File: src/rtl/prog_loader.sv
// ============================================================================
//  Module   : prog_loader
//  Purpose  : Boot-time loader. It takes a length-prefixed byte stream, writes
//             the stream into memory from address 0, and holds the CPU in
//             reset until the image checksum has verified.
//  Revision : 1.0  initial release
// ============================================================================
`default_nettype none

module prog_loader #(
    parameter int ADDR_W    = 8,
    parameter int DATA_W    = 8,
    parameter int MEM_DEPTH = 256
) (
    input  logic              clk_i,
    input  logic              rst_i,
    input  logic [DATA_W-1:0] rx_data_i,
    input  logic              rx_valid_i,
    output logic              rx_ready_o,
    input  logic              restart_i,
    output logic              mem_we_o,
    output logic [ADDR_W-1:0] mem_addr_o,
    output logic [DATA_W-1:0] mem_data_o,
    output logic              cpu_rst_o,
    output logic              done_o,
    output logic              err_o
);

    localparam logic [2:0] S_LEN_LO = 3'd0;
    localparam logic [2:0] S_LEN_HI = 3'd1;
    localparam logic [2:0] S_DATA   = 3'd2;
    localparam logic [2:0] S_CSUM   = 3'd3;
    localparam logic [2:0] S_DONE   = 3'd4;
    localparam logic [2:0] S_ERR    = 3'd5;

    localparam logic [15:0] c_max_len = 16'(MEM_DEPTH);

    logic [2:0]        r_state;
    logic [2:0]        w_next;
    logic [DATA_W-1:0] r_len_lo;
    logic [15:0]       r_len;
    logic [15:0]       r_count;
    logic [DATA_W-1:0] r_sum;
    logic              w_busy;
    logic              w_accept;
    logic              w_wr;
    logic [15:0]       w_len;

    assign w_len = {rx_data_i, r_len_lo};

    // State register
    always_ff @(posedge clk_i) begin
        if (rst_i) begin
            r_state <= S_LEN_LO;
        end else begin
            r_state <= w_next;
        end
    end

    // Next-state logic
    always_comb begin
        w_next = r_state;
        if (restart_i) begin
            w_next = S_LEN_LO;
        end else begin
            case (r_state)
                S_LEN_LO: if (w_accept) w_next = S_LEN_HI;
                S_LEN_HI: begin
                    if (w_accept) begin
                        if (w_len > c_max_len)  w_next = S_ERR;
                        else if (w_len == 16'd0) w_next = S_CSUM;
                        else                     w_next = S_DATA;
                    end
                end
                S_DATA:   if (w_accept && (r_count + 16'd1 == r_len)) w_next = S_CSUM;
                S_CSUM:   if (w_accept) w_next = (rx_data_i == r_sum) ? S_DONE : S_ERR;
                S_DONE:   w_next = S_DONE;
                S_ERR:    w_next = S_ERR;
                default:  w_next = S_LEN_LO;
            endcase
        end
    end

    // Output decode; ready drops combinationally while rst_i is asserted
    always_comb begin
        w_busy     = (r_state == S_LEN_LO) || (r_state == S_LEN_HI) ||
                     (r_state == S_DATA)   || (r_state == S_CSUM);
        rx_ready_o = w_busy && !rst_i;
        w_accept   = rx_valid_i && rx_ready_o;
        w_wr       = w_accept && (r_state == S_DATA) && !restart_i;
    end

    // Datapath and registered status; a byte seen in a restart cycle is dropped
    always_ff @(posedge clk_i) begin
        if (rst_i) begin
            r_len_lo   <= '0;
            r_len      <= '0;
            r_count    <= '0;
            r_sum      <= '0;
            mem_we_o   <= 1'b0;
            mem_addr_o <= '0;
            mem_data_o <= '0;
            cpu_rst_o  <= 1'b1;
            done_o     <= 1'b0;
            err_o      <= 1'b0;
        end else begin
            mem_we_o  <= w_wr;
            done_o    <= (w_next == S_DONE);
            err_o     <= (w_next == S_ERR);
            cpu_rst_o <= (w_next != S_DONE);
            if (restart_i) begin
                r_count <= '0;
                r_sum   <= '0;
            end else begin
                if (w_accept && (r_state == S_LEN_LO)) begin
                    r_len_lo <= rx_data_i;
                end
                if (w_accept && (r_state == S_LEN_HI)) begin
                    r_len <= w_len;
                end
                if (w_wr) begin
                    mem_addr_o <= r_count[ADDR_W-1:0];
                    mem_data_o <= rx_data_i;
                    r_count    <= r_count + 16'd1;
                    r_sum      <= r_sum + rx_data_i;
                end
            end
        end
    end

endmodule

`default_nettype wire

File: config.mk
export PLATFORM = sky130hd
export DESIGN_NAME = prog_loader
export DESIGN_NICKNAME = d
export VERILOG_FILES = /design/src/rtl/prog_loader.sv
export SDC_FILE = /design/constraint.sdc
export NUM_CORES = 1
export LEC_CHECK = 0
export CAP_MARGIN = 10
export CORE_MARGIN = 2
export CORE_UTILIZATION = 61
export CTS_CLUSTER_DIAMETER = 150
export DETAILED_ROUTE_END_ITERATION = 6
export PLACE_DENSITY = 0.84
export RECOVER_POWER = 100
export SYNTH_ARGS = -nofsm -noshare
export SYNTH_HDL_FRONTEND = slang
export SYNTH_SLANG_ARGS = --single-unit
export TNS_END_PERCENT = 30
File: constraint.sdc
create_clock -name clk_i -period 6.55 [get_ports clk_i]
set_input_delay 1.31 -clock clk_i [delete_from_list [all_inputs] [get_ports clk_i]]
set_output_delay 1.31 -clock clk_i [all_outputs]
set_load 0.01 [all_outputs]
==> results of run 1 <==
where the power goes:
group          switching (W)  internal, W  leakage (nW)
logic              0.0000243    0.0000165         0.803
registers         0.00000200     0.000434         0.572
clock network       0.000165     0.000252         0.117
total               0.000191     0.000702          1.49
routing by layer:
metal	vias up	GRT usage (%)
met5	-	0
met4	0	13.3
met3	21	6.00
met2	111	44.1
met1	1430	36.8
li1	1515	-
final timing paths:
| path | to | slack (ns) | startpoint |
|---|---|---|---|
| setup reg to reg | r_sum[7]$_SDFFE_PP0P_ | 3.16 | r_state[2]$_SDFF_PP0_ |
| hold / removal | mem_addr_o[1]$_SDFFE_PP0P_ | 0.46 | mem_addr_o[1]$_SDFFE_PP0P_ |
| setup / recovery | r_sum[7]$_SDFFE_PP0P_ | 1.75 | rst_i |
| hold reg to reg | mem_addr_o[1]$_SDFFE_PP0P_ | 0.46 | mem_addr_o[1]$_SDFFE_PP0P_ |
final cells by class:
class | instances | area share [%]
inverters | 5 | 0.469
repair buffers | 34 | 8.38
clock inverters | 5 | 2.69
flip-flops and latches | 71 | 35.5
well taps | 72 | 2.25
multi-input cells | 330 | 47.5
clock buffers | 10 | 3.19
flip-flops by register name, indices dropped and copies added, names as in the netlist, 3 cells and up:
signal,count
r_state,3
r_len,16
mem_addr_o,8
r_count,16
mem_data_o,8
r_len_lo,8
r_sum,8
worst register-to-register path, stage by stage, from the launching register on:
cell and delay, ns:
dfxtp_1 0.37, nor3b_1 0.51, and3b_1 0.45, nand2b_1 0.59, inv_1 0.75, nor2_1 0.16, a21o_1 0.19, mux2_2 0.26
stage by stage:
step / util (%) / total power (W) / std cells
floorplan: - / 0.000469 / 434
global placement: 68.5 / 0.000485 / 512
detailed placement: 68.5 / 0.000486 / 512
CTS: 72.8 / 0.000899 / 527
global route: 72.7 / 0.000924 / 527
finish: 72.7 / 0.000894 / 527
cells in the mapped netlist (3+ instances only):
library cell,n,area share [%]
a21oi_1,46,6.6
clkbuf_1,20,2.2
nor3_1,10,1.4
inv_1,4,0.43
ha_1,8,2.9
nor2_1,38,4.1
xor2_1,12,3.0
buf_2,6,0.86
o21a_1,4,0.86
o21ai_0,19,2.7
xnor2_1,21,5.3
nand3_1,13,1.9
nor2b_1,5,0.90
nand4_1,6,1.1
nor4_1,8,1.4
dfxtp_1,71,41
or3_1,4,0.72
mux2i_1,11,3.2
nand2_1,91,9.8
a21o_1,3,0.65
cells by family (layout without fill, tap and decap cells):
group                      Yosys count  count (layout)
DFF                                 71              71
AOI/OAI and AO/OA                   86              86
and+or+nand+nor                    190             190
xor gates and xnor gates            33              33
muxes                               12              12
buffers and inverters               33              54
adders and majority gates            9               9
==> summary.md, run 1 <==
| Metric | Value |
|---|---|
| Outcome | complete, no violations |
| Post-synthesis adder-cell area fraction | 3.45% |
| H-tree Lvls | 3 |
| Tmin final | 4.80 ns |
| Clock tree buffer depth | 2 |
| Slew Limit Headroom | 35.5% |
| Register Area | approximately 0.0014 mm2 |
| Final Hold Viols | 0 |
| Synth Register Bits | 71 |
| Setup TNS | 0 ns |
| Complex-gate fraction of the synthesized area | 14.6% |
| CP max-delay cell | inv_1 |
| Grt ovf | 0 |
| Post-Synth Simple-Gate Area | 25.0% |
| Final wirelength | 7960 um |
| Yosys warns | 0 |
| Max Slew Vio Count | 0 |
| Net Count, Synth | about 460 |
| Fin area | 0.00400 mm2 |
| First-pass GRT wire length | 13600 um |
| Largest family of logic cells by synthesized area | simple AND/OR/NAND/NOR gates |
| Most common cell after layout, fill and taps aside | nand2_1 |
| Netlist cell types | 45 |
| Post_cts resized | 0 |
| Clk_skew | 0.00729 ns |
| Residual DRC | 0 |
| Post-place setup slack | just under 2 ns |
| Met2 WL | 3690 um |
| Initial core utilization | a little over three fifths |
| Crit path DAT | between 5 and 6 ns |
| Die W | 79.5 um |
| Clock sinks | 71 |
| WHS Path Cells | 2 |
| Die Height | between 70 and 80 um |
| Routability cong. | 0.871 |
| Share of cells above drive strength 1 | 5.71% |
| Area Overhead vs Synth | 15.1% |
| Static Leakage | 1.49 nW |
| Post-Synth XOR/XNOR Area | 8.31% |
| Nets | 472 |
| Uppermost routed layer | met4 |
| Tightest Hold Check Type | register to register |
| First-pass DRT Iterations | 6 |
| Number of synthesized flops with an enable pin | 0 |
| Most used flip-flop cell after synthesis | dfxtp_1 |
| Mapped cell area | between 0.003 and 0.004 mm2 |
| Core Box Area | around 0.0055 mm2 |
| FILL cells | 419 |
| Routed vias/inst | between 5 and 6 |
| DP Area | 0.00377 mm2 |
| Fmax | between 200 and 250 MHz |
| Mapped Avg Cell Area | 8.01 um2 |
| WP data required | 6.79 ns |
| Number of buffers created by CTS | 9 |
| Area of the multi-input gates | 0.00190 mm2 |
| Antenna diodes | 0 |
| RSZ-0062 raised after global routing | no |
| PortBufs | 32 |
| Mux share of post-synthesis cell area | 3.49% |
| CP max FO | 44 |
| Clock-pin slew on the worst setup and hold paths | about 0.07 ns |
| Site row count | 27 |
| Post-route worst setup slack | 1.75 ns |
| Crit start category | input port |
| Peak VDD IR | 0.175 mV |
| WP depth | 9 |
| Post-Syn Instances | approximately 430 |
| Power density over cell area | 223 mW/mm2 |
| M1 WL | 3510 um |
| I/O pins | 33 |
| Worst path cell trace | dlygate4sd3_1 > buf_4 > nor3b_1 > and3b_1 > nand2b_1 > inv_1 > nor2_1 > a21o_1 > mux2_2 |
| Reg2Reg Depth | 7 |
| Largest net degree at the start of global routing | 45 |
| Wire length per cell | roughly 15 um |
| Antenna Nets Post-Route | 0 |
| Max cap viols | 0 |
| Post-CTS Hold Buffers | 0 |
| Worst-Margin Slew | ~0.97 ns |
| Final Hold Slack | approximately 0.46 ns |
| Die ar. | 0.00632 mm2 |
| Commonest cells after routing, fill and taps aside | nand2_1, dfxtp_1, a21oi_1 |
| Vias in the first global route | 2852 |
| GRT Util Overall | 28.1% |
| Hpwl dp | approximately 5600 um |
| Met3 routed WL | 516 um |
| Setup violators final | 0 |
| Initial DRC count | 276 |
| CP Buf/Inv Count | 3 |
| Tcrit/Tclk final | 73.2% |
| Setup crit end kind | register |
| Seq/Total Area, Yosys | 40.9% |
| DR vias | 3077 |
| CTS root buf | clkbuf_8 |
| Kind of critical path | input port to register |
| Post-CTS setup buffers | 0 |
| Initial antenna violation count | 0 |
| Post-synth ARST share | 0% |
| Cell family with most CP delay | simple AND/OR/NAND/NOR gates |
| Clock latency on the worst-skew pair | 0.35 ns |
| CP max stage delay | about 0.75 ns |
| CTS tree | yes |
Power figures use the tool's default switching activity.
==> run 2: changes to the inputs <==
CORE_UTILIZATION = 57   (was 61)
PLACE_DENSITY = 0.79   (was 0.84)
clock period = 4.45 ns   (was 6.55 ns; I/O delays follow)
==> summary.md, run 2 (synthesis results as in run 1) <==
| Metric | Value |
|---|---|
| Outcome | complete, no violations |
| GRT Util Overall | 25.6% (-2.5 points) |
| Setup crit end kind | primary output |
| Post-CTS Hold Buffers | 0 (unchanged) |
| Commonest cells after routing, fill and taps aside | nand2_1, dfxtp_1, a21oi_1 |
| Worst-Margin Slew | 1.24 ns (+0.275 ns) |
| Die Height | 82.1 um (+3.3%) |
| CTS root buf | clkbuf_8 |
| DR vias | 3061 (-0.52%) |
| Initial core utilization | 58.7% (-4.4 points) |
| Tmin final | 3.73 ns |
| Routability cong. | 0.898 (+3.1%) |
| Hold Startpoint | mem_data_o[7]$_SDFFE_PP0P_ |
| Slew Limit Headroom | 17.2% (-18 points) |
| Hpwl dp | 5580 um (-0.44%) |
| WHS Path Cells | 2 (unchanged) |
| Nets | 473 (+0.21%) |
| Post_cts resized | 0 (unchanged) |
| Vias in the first global route | 2753 (-3.5%) |
| Antenna diodes | 0 (unchanged) |
| Residual DRC | 0 (unchanged) |
| Biggest regs | r_count: 16 flops, r_len: 16 flops |
| Worst r2r src | r_state[2]$_SDFF_PP0_ |
| Power density over cell area | 336 mW/mm2 (+51%) |
| Share of cells above drive strength 1 | 5.69% (-0.025 points) |
| Grt ovf | 0 (unchanged) |
| Antenna Nets Post-Route | 0 (unchanged) |
| Final cell count without fillers | 532 (+0.95%) |
| Max cap viols | 0 (unchanged) |
| Final Hold Slack | 0.451 ns (-0.00537 ns) |
| Peak VDD IR | 0.230 mV (+31%) |
| Static Leakage | 1.50 nW (+0.29%) |
| Number of buffers created by CTS | 9 (unchanged) |
| Setup violators final | 0 (unchanged) |
| WP data required | 3.56 ns (-3.23 ns) |
| Max Slew Vio Count | 0 (unchanged) |
| Reg2Reg Depth | 7 (unchanged) |
| Crit start category | input port |
| Clk_skew | 0.00773 ns (+0.000439 ns) |
| GR Layer Usage met3 | 4.13% (-1.9 points) |
| CP max FO | 43 (-2.3%) |
| Clock latency on the worst-skew pair | 0.36 ns (about the same) |
| Site row count | 28 (+3.7%) |
| Clock-pin slew on the worst setup and hold paths | 0.09 ns (+0.02 ns) |
| Fmax | 268 MHz |
| Initial antenna violation count | 0 (unchanged) |
| Final wirelength | 7950 um (-0.10%) |
| RSZ-0062 raised after global routing | no |
| Kind of critical path | input port to primary output |
| Die W | 82.1 um (+3.3%) |
| PortBufs | 32 (unchanged) |
| CTS tree | yes |
| Core Box Area | 0.00592 mm2 (+7.5%) |
| Area Overhead vs Synth | 15.6% |
| Wire length per cell | 14.9 um (-1.0%) |
| Crit path DAT | 2.84 ns (-2.19 ns) |
| Most common cell after layout, fill and taps aside | nand2_1 |
| H-tree Lvls | 3 (unchanged) |
| Final Hold Viols | 0 (unchanged) |
| I/O pins | 33 (unchanged) |
| Post-CTS setup buffers | 0 (unchanged) |
| First-pass DRT Iterations | 5 (-1) |
| Worst Hold End | mem_data_o[7]$_SDFFE_PP0P_ |
| Tcrit/Tclk final | 83.8% |
| Most used routing layer | met2 |
| FILL cells | 479 (+14%) |
| RR Endpoint | r_sum[7]$_SDFFE_PP0P_ |
| Die ar. | 0.00674 mm2 (+6.7%) |
| Clock sinks | 71 (unchanged) |
| Slack of the worst reg-to-reg path | 1.65 ns (-1.51 ns) |
| First-pass GRT wire length | 13000 um (-4.9%) |
| Setup TNS | 0 ns (unchanged) |
| Post-layout util | 67.9% (-4.8 points) |
| Clock tree buffer depth | 2 (unchanged) |
| Initial DRC count | 200 (-28%) |
| GR Util met2 | 42.0% (-2.1 points) |
| Largest net degree at the start of global routing | 44 (-2.2%) |
| Tightest Hold Check Type | register to register |
| Placed Cells | 516 (+0.78%) |
| Routed vias/inst | 5.75 (-1.5%) |
| Met1 Usage GRT | 33.3% (-3.5 points) |
==> run 2: changes by cell type in the layout (fill, tap and decap cells not counted), sizes merged <==
cell and change:
inv +2, clkbuf +2, buf -2, clkdlybuf4s50 +1
dlygate4sd3 -1
==> run 2: layout make-up <==
cell class	instances	area [um2]	area share [%]
clock buffers	9	124	3.08
clock inverters	7	128	3.17
inverters	5	18.8	0.467
multi-input cells	330	1900	47.3
flip-flops and latches	71	1420	35.4
well taps	75	93.8	2.33
repair buffers	35	333	8.28
==> run 2: power by group <==
group          switching, W  internal, W   total, W
clock network      0.000272     0.000380   0.000652
registers        0.00000279     0.000638   0.000641
logic             0.0000352    0.0000240  0.0000593
==> run 2: through the flow <==
stage | instance area [um2] | worst slack [ns] | power [W]
3_3_place_gp | 3780 | 1.08 | 0.000714
3_5_place_dp | 3780 | 0.995 | 0.000715
6_report | 4020 | 0.719 | 0.00135
2_1_floorplan | 3480 | 1.83 | 0.000690
5_1_grt | 4020 | 0.570 | 0.00139
4_1_cts | 4040 | 1.15 | 0.00136
==> run 2: layer usage <==
metal | share of wire (%) | wire, um
met1 | 46 | 3650
met2 | 48 | 3830
met3 | 4.0 | 321
met4 | 1.9 | 148
met5 | 0 | 0
==> run 2: worst max-delay path, stage by stage <==
cell and delay, ns:
dlygate4sd3_1 0.58, clkbuf_2 0.65, nor2_1 0.08, dlygate4sd3_1 0.64
==> run 2: how the worst max path moves through the flow <==
| stage | startpoint | end | slack (ns) | cells past startpoint |
|---|---|---|---|---|
| 3_5_place_dp | rx_data_i[1] | r_sum[7]$_SDFFE_PP0P_ | 0.99 | 9 |
| 4_1_cts | rst_i | rx_ready_o | 1.15 | 4 |
| 6_report | rst_i | rx_ready_o | 0.72 | 4 |
| 2_1_floorplan | rx_data_i[1] | r_sum[7]$_SDFFE_PP0P_ | 1.83 | 8 |
| 5_1_grt | rst_i | rx_ready_o | 0.57 | 4 |
| 3_3_place_gp | rx_data_i[1] | r_sum[7]$_SDFFE_PP0P_ | 1.08 | 9 |
